## config.mk

```make
export PLATFORM = sky130hd
export DESIGN_NAME = scroll_sched
export DESIGN_NICKNAME = d
export VERILOG_FILES = /design/src/rtl/game_pkg.sv /design/src/rtl/scroll_sched_tick_divider.sv /design/src/rtl/scroll_sched.sv
export SDC_FILE = /design/constraint.sdc
export NUM_CORES = 1
export LEC_CHECK = 0
export BUFFER_PORTS_ARGS = -buffer_cell sky130_fd_sc_hd__buf_2
export CAP_MARGIN = 20
export CORE_MARGIN = 5
export CORE_UTILIZATION = 60
export DETAILED_ROUTE_END_ITERATION = 8
export PLACE_DENSITY_LB_ADDON = 0.12
export SLEW_MARGIN = 20
export SYNTH_ARGS = -nofsm -noshare
export SYNTH_HDL_FRONTEND = slang
export SYNTH_SLANG_ARGS = --single-unit
```

## constraint.sdc

```tcl
create_clock -name clk -period 4.5 [get_ports clk]
set_clock_uncertainty 0.05 [all_clocks]
set_input_delay 0.225 -clock clk [delete_from_list [all_inputs] [get_ports clk]]
set_output_delay 0.225 -clock clk [all_outputs]
set_load 0.01 [all_outputs]
```

## src/rtl/game_pkg.sv

```systemverilog
// Shared game-level encodings for the scroll scheduler and the pixel generators.
package game_pkg;

  typedef enum logic [1:0] {
    GAME_INIT  = 2'd0,
    GAME_START = 2'd1,
    GAME_END   = 2'd2,
    GAME_RESET = 2'd3
  } game_state_t;

  // Width of the background image, which is also the xpos reload value.
  localparam int unsigned BG_WIDTH_DEFAULT = 1187;

endpackage

```

## src/rtl/scroll_sched_tick_divider.sv

```systemverilog
// Programmable-period tick divider: counts while enabled and flags the last
// cycle of each period. The period is captured only when the count reloads,
// so a period change never stretches or truncates a period already running.
module tick_divider #(
  parameter int W = 19
) (
  input  logic         clk,
  input  logic         rst,
  input  logic         en,
  input  logic [W-1:0] period,
  output logic         tick
);

  logic [W-1:0] div_cnt;
  logic [W-1:0] period_q;
  logic         wrap;

  assign wrap = (div_cnt == period_q - W'(1));
  assign tick = en && wrap;

  // Count while enabled; hold at zero and keep tracking period while disabled.
  always_ff @(posedge clk) begin
    if (rst) begin
      div_cnt  <= '0;
      period_q <= '0;
    end else if (!en || wrap) begin
      div_cnt  <= '0;
      period_q <= period;
    end else begin
      div_cnt  <= div_cnt + W'(1);
    end
  end

endmodule

```

## src/rtl/scroll_sched.sv

```systemverilog
// Game-level sequencer: game_state FSM, scroll tick, background x position,
// score and speed level. Speed rises one level every LEVEL_STEPS scroll steps.
module scroll_sched
  import game_pkg::*;
#(
  parameter int unsigned TICK_DIV_INIT = 500000,
  parameter int unsigned TICK_DIV_MIN  = 150000,
  parameter int unsigned SPEED_STEP    = 25000,
  parameter int unsigned LEVEL_STEPS   = 512,
  parameter int unsigned RESET_HOLD    = 16,
  parameter int unsigned BG_WIDTH      = BG_WIDTH_DEFAULT
) (
  input  logic        clk,
  input  logic        rst,
  input  logic        start_btn,
  input  logic        collision,
  output logic [1:0]  game_state,
  output logic        scroll_tick,
  output logic [10:0] xpos,
  output logic [15:0] score,
  output logic [3:0]  level
);

  localparam int PER_W  = $clog2(TICK_DIV_INIT + 1);
  localparam int HOLD_W = (RESET_HOLD > 1) ? $clog2(RESET_HOLD) : 1;
  localparam int STEP_W = (LEVEL_STEPS > 1) ? $clog2(LEVEL_STEPS) : 1;

  localparam logic [HOLD_W-1:0] HOLD_LAST = HOLD_W'(RESET_HOLD - 1);
  localparam logic [STEP_W-1:0] STEP_LAST = STEP_W'(LEVEL_STEPS - 1);
  localparam logic [10:0]       XPOS_LOAD = 11'(BG_WIDTH);

  game_state_t       state;
  game_state_t       state_next;
  logic [HOLD_W-1:0] hold_cnt;
  logic [STEP_W-1:0] step_cnt;
  logic [PER_W-1:0]  period;
  logic              div_tick;
  logic              tick_fire;
  logic              run_clear;

  // Scroll period for a level: shrinks by SPEED_STEP per level without
  // wrapping below zero, then clamped to the fastest allowed period.
  function automatic logic [PER_W-1:0] calc_period(input logic [3:0] lvl);
    logic [31:0] red;
    logic [31:0] base;
    red  = 32'(lvl) * SPEED_STEP;
    base = (red >= TICK_DIV_INIT) ? 32'd0 : (TICK_DIV_INIT - red);
    if (base < TICK_DIV_MIN) base = TICK_DIV_MIN;
    return base[PER_W-1:0];
  endfunction

  assign period = calc_period(level);

  tick_divider #(
    .W(PER_W)
  ) u_div (
    .clk    (clk),
    .rst    (rst),
    .en     (state == GAME_START),
    .period (period),
    .tick   (div_tick)
  );

  // A collision on the cycle a step is due wins: the step is dropped.
  assign tick_fire = (state == GAME_START) && div_tick && !collision;
  assign run_clear = (state == GAME_END) && start_btn;

  // State register and RESET-hold counter.
  always_ff @(posedge clk) begin
    if (rst) begin
      state    <= GAME_INIT;
      hold_cnt <= '0;
    end else begin
      state    <= state_next;
      hold_cnt <= (state == GAME_RESET) ? hold_cnt + HOLD_W'(1) : '0;
    end
  end

  // Next-state logic; inputs that do not apply to a state are ignored there.
  always_comb begin
    state_next = state;
    case (state)
      GAME_INIT:  if (start_btn)              state_next = GAME_START;
      GAME_START: if (collision)              state_next = GAME_END;
      GAME_END:   if (start_btn)              state_next = GAME_RESET;
      GAME_RESET: if (hold_cnt == HOLD_LAST)  state_next = GAME_START;
      default:                                state_next = GAME_INIT;
    endcase
  end

  // Run-time registers: cleared on entry to RESET, advanced once per step.
  always_ff @(posedge clk) begin
    if (rst) begin
      scroll_tick <= 1'b0;
      xpos        <= XPOS_LOAD;
      score       <= '0;
      level       <= '0;
      step_cnt    <= '0;
    end else begin
      scroll_tick <= tick_fire;
      if (run_clear) begin
        xpos     <= XPOS_LOAD;
        score    <= '0;
        level    <= '0;
        step_cnt <= '0;
      end else if (tick_fire) begin
        xpos  <= (xpos == 11'd0) ? XPOS_LOAD : xpos - 11'd1;
        score <= (score == 16'hFFFF) ? score : score + 16'd1;
        if (step_cnt == STEP_LAST) begin
          step_cnt <= '0;
          level    <= (level == 4'hF) ? level : level + 4'd1;
        end else begin
          step_cnt <= step_cnt + STEP_W'(1);
        end
      end
    end
  end

  assign game_state = state;

endmodule

```

-- Yosys cells after proc, flatten, opt, wreduce, memory -nomap -nowiden
Index checks and enable logic that the tools add are counted.
- multiply operators: 1
- equality and inequality tests: 12
- add/subtract/negate cells: 8
- reduce and logical (&&, ||, !) cells: 15
- mux-type cells: 9
- bitwise logic cells: 3
- magnitude comparators: 2
- operators by type and width (kind ; number):
    < comparator 32 x 18 -> 1 bit (second input constant) ; 1
    2-to-1 mux 32 bit ; 1
    subtractor 19 x 19 -> 20 bit (first input constant) ; 1
    adder 19 x 1 -> 19 bit (second input constant) ; 1
    == test 19 bit ; 1
    >= comparator 19 bit (second input constant) ; 1
    2-to-1 mux 19 bit ; 1
    subtractor 19 x 1 -> 19 bit (second input constant) ; 1
    adder 16 x 1 -> 16 bit (second input constant) ; 1
    == test 16 bit (second input constant) ; 1
    multiplier 4 x 12 -> 16 bit (second input constant) ; 1
    logical NOT 11 bit ; 1
    2-to-1 mux 11 bit ; 1
    subtractor 11 x 1 -> 11 bit (second input constant) ; 1
    adder 9 x 1 -> 9 bit (second input constant) ; 1
    == test 9 bit (second input constant) ; 1
    2-to-1 mux 9 bit ; 1
    adder 4 x 1 -> 4 bit (second input constant) ; 2
    == test 4 bit (second input constant) ; 2
    2-to-1 mux 2 bit ; 4
    case mux 2 bit (4 select lines) ; 1
    inequality test 2 bit (second input constant) ; 3
    OR reduction 2 bit ; 3
    == test 2 bit (second input constant) ; 2
    other kinds (10) ; 16
- register bits after elaboration: 85

-- Depth between registers and ports, before layout
- depth in word-level cells: 6
- mapped depth: 17
- depth with buffers taken out: 14

-- Hierarchy
A second synthesis with hierarchy kept.
- cells, all modules: 792
- area, all modules: 6286.0 µm²
- modules (own cells, without submodules) (module ; sequential area each (µm²) ; instances ; area each (µm²) ; cells an instance):
    scroll_sched ; 940.9 ; 1 ; 3452.1 ; 423
    tick_divider ; 760.7 ; 1 ; 2834.0 ; 369

-- Worst setup path after synthesis
No wires, ideal clock.
- path type: register to register
- from: register level[2]
- to: register u_div.period_q[16]
- clock period less this slack: 4.016 ns
- library setup time: 0.071 ns
- stages on the path, launching flop included: 15
- required time: 4.379 ns
- slack: 0.484 ns
- arrival: 3.896 ns
- cell sequence: dfxtp_1 inv_1 ha_1 inv_1 ha_1 ha_1 a211oi_1 a22oi_1 xor2_1 a2111o_1 a21oi_1 a21o_1 nor3b_1 o21ai_0 o2bb2ai_1
- cells in the longest elaborated chain, start to end: 5
- elaborated cells on any way between the ends: 6
- ends and longest elaborated chain (item ; RTL line ; source):
    from (decl) ; scroll_sched.sv:21 ; output logic [3:0] level
    from (signal assigned) ; scroll_sched.sv:111 ; level <= (level == 4'hF) ? level : level + 4'd1;
    multiplier 4 x 12 -> 16 bit (*) ; scroll_sched.sv:46 ; red = 32'(lvl) * SPEED_STEP;
    subtractor 19 x 19 -> 20 bit or >= comparator 19 bit (tied branches) ; scroll_sched.sv:47 ; base = (red >= TICK_DIV_INIT) ? 32'd0 : (TICK_DIV_INIT - red);
    2-to-1 mux 32 bit (*) ; scroll_sched.sv:47 ;
    < comparator 32 x 18 -> 1 bit ; scroll_sched.sv:48 ; if (base < TICK_DIV_MIN) base = TICK_DIV_MIN;
    2-to-1 mux 19 bit (*) ; scroll_sched.sv:48 ;
    to (signal assigned) ; scroll_sched_tick_divider.sv:28 ; period_q <= period;
    to (decl) ; scroll_sched_tick_divider.sv:15 ; logic [W-1:0] period_q;
Every way passes the cells marked *; elsewhere a longest branch is shown, timed or not.
A chain may end at the register's enable or synchronous reset.

-- Worst setup path after layout
- from: register level[2]
- to: register u_div.period_q[5]
The elaborated chain is that of the path after synthesis.

==> reports/results.tsv <==
metric	value	unit
rows	34	
setup_tns	0	ps
synthMostInstantiatedCell	nor2_1	
synth_top_area_share	0.312	
die_area	10800	sq um
cts-htree-levels	3	
drive_above_1_share	0.108	
ir_drop	196	uV
place_area	5520	sq um
crit_fanout	12	
hold_path.class	input port to flip-flop	
dp_hpwl	9.20	mm
cts.sinks	82	
leakagePower	2.35	nW
cts_max_path_buffers	2	
post-synth-top-area-cell	dfxtp_1	
cp_slowest_cell	ha_1	
crit_top_cell	ha_1	
slew_violations	0	
fin_util	0.665	
ys_top_cells_by_count	nor2_1 (90), dfxtp_1 (82), nand2_1 (52)	
synth_edf_count	0	
grt_max_degree	27	
final_nets	719	
slowest_delay	550	ps
portBuffers	37	
grtUsageTotal	0.224	
r2r-start	level[2]	
arrival	4380	ps
cp-end-kind	flip-flop	
crit_type	flip-flop to flip-flop	
period_share	0.936	
boundaryPins	38	
worstSkewPairLatency	360	ps
worst-path-buf-inv	2	
drv_cap	0	
reg2reg_slack	290	ps
async_reset_ff_frac	0	
min-delay-start	rst	
cts_tree	built	
wl_per_cell	15.5	um
worstMarginPinSlew	731	ps
clkTransAtPathRegs	80	ps
antenna_found_initial	0	
crit_start	level[2]	
area_delta_synth_final	9.00	%
gr-total-overflow	0	
post_drt_via_cell_ratio	5.95	
initial_core_util	0.610	
finalSetupViolCount	0	
path_delay_family	compound AO/OA/AOI/OAI gates	
die_h	104	um
fin_area	5740	sq um
gp_congestion	0.940	
synthFlopType	dfxtp_1	
ys_seq_elements	82	
grt_pass1_wl	21.0	mm
hold_viol	0	
yosysWarnings	0	
routed-via-count	4725	
synthCells	655	
required	4670	ps
ys_top_cells_by_area	dfxtp_1 (31%), ha_1 (8.1%), xnor2_1 (7.5%)	
drc	0	
fp.dieW	104	um
syn_avg_cell_area	8.04	sq um
crit_path_start_kind	flip-flop	
synthesis.area	5270	sq um
slew_headroom	0.508	
max_clock_freq	0.238	GHz
cts_buffers	9	
grt_pass1_vias	4514	
cts-root-buf	clkbuf_8	
synth.net_count	693	
routed_wl	12.3	mm
num_antenna_cells	0	
synth-seq-area-share	0.312	
coreArea	8640	sq um
drt_iter0_drc	240	
min_period	4210	ps
ys_types	60	
crit_chain	inv_1 -> ha_1 -> inv_1 -> ha_1 -> ha_1 -> o211ai_1 -> a2111o_1 -> nand3_1 -> o31ai_1 -> a211oi_1 -> nand2_1 -> a32oi_1 -> a21o_2 -> a311oi_1	
powerDensity	315	nW/um^2
drt_first_pass_iters	5	
status	complete, no violations	
hold_buffers	0	
antenna_left	0	
rsz0062_at_grt	false	
layer usage:
layer | wire [um] | global-route usage | vias up | share of wire
li1 | - | - | 2358 | -
met2 | 6010 | 0.381 | 114 | 0.49
met5 | 0 | 0 | - | 0
met4 | 122 | 0.0574 | 0 | 0.0099
met1 | 5610 | 0.289 | 2240 | 0.46
met3 | 559 | 0.0479 | 13 | 0.045
kinds of logic after synthesis:
logic type,Yosys count,synth area share
AOI/OAI and AO/OA,120,0.157
DFF,82,0.312
muxes,8,0.0152
xor gates and xnor gates,83,0.138
adders and majority gates,34,0.0808
buffers and inverters,53,0.0409
and+or+nand+nor,275,0.257
what timing repair did:
action                     in CTS  in global routing
resized for setup               0                  3
buffers inserted                0                  0
setup endpoints to repair       0                 14
cell type report:
cell class              count  area (sq um)
multi-input cells         520          3420
fillers                   766          2900
flip-flops and latches     82          1640
repair buffers             44           238
clock buffers              11           151
well taps                 108           135
inverters                  24          90.1
clock inverters             5          61.3
through the flow:
step	std cells	hold slack, ps	setup WS, ps	power [mW]
final	794	182	290	1.81
after CTS	794	176	246	1.81
after floorplan	655	343	484	1.14
after detailed placement	778	393	239	1.25
after global routing	794	192	82.8	1.91
after global placement	778	378	361	1.23
sequential cells by signal, indices dropped and copies added (netlist names):
register / flops
level: 4
hold_cnt: 4
scroll_tick: 1
u_div.div_cnt: 19
xpos: 11
step_cnt: 9
game_state: 2
score: 16
u_div.period_q: 16
power breakdown:
part | total [mW] | internal (mW) | switching, mW
Sequential | 0.829 | 0.769 | 0.0602
Combinational | 0.409 | 0.166 | 0.243
Clock | 0.569 | 0.289 | 0.281
Total | 1.81 | 1.22 | 0.583
cells in the final DEF (no fill, tap or decap), types with 25 or more instances in the layout:
cell type | netlist | final
xor2_1 | 38 | 38
dfxtp_1 | 82 | 81
nand2_1 | 52 | 52
nand3_1 | 34 | 34
xnor2_1 | 45 | 45
nor2_1 | 90 | 90
buf_2 | 0 | 37
a21oi_1 | 32 | 32
ha_1 | 34 | 34
o21ai_0 | 25 | 25
worst paths after layout:
kind,end,cells past startpoint
max,u_div.period_q[5],14
min,game_state[1],2
max reg2reg,u_div.period_q[5],14
min reg2reg,hold_cnt[0],1
Power figures use the tool's default switching activity.
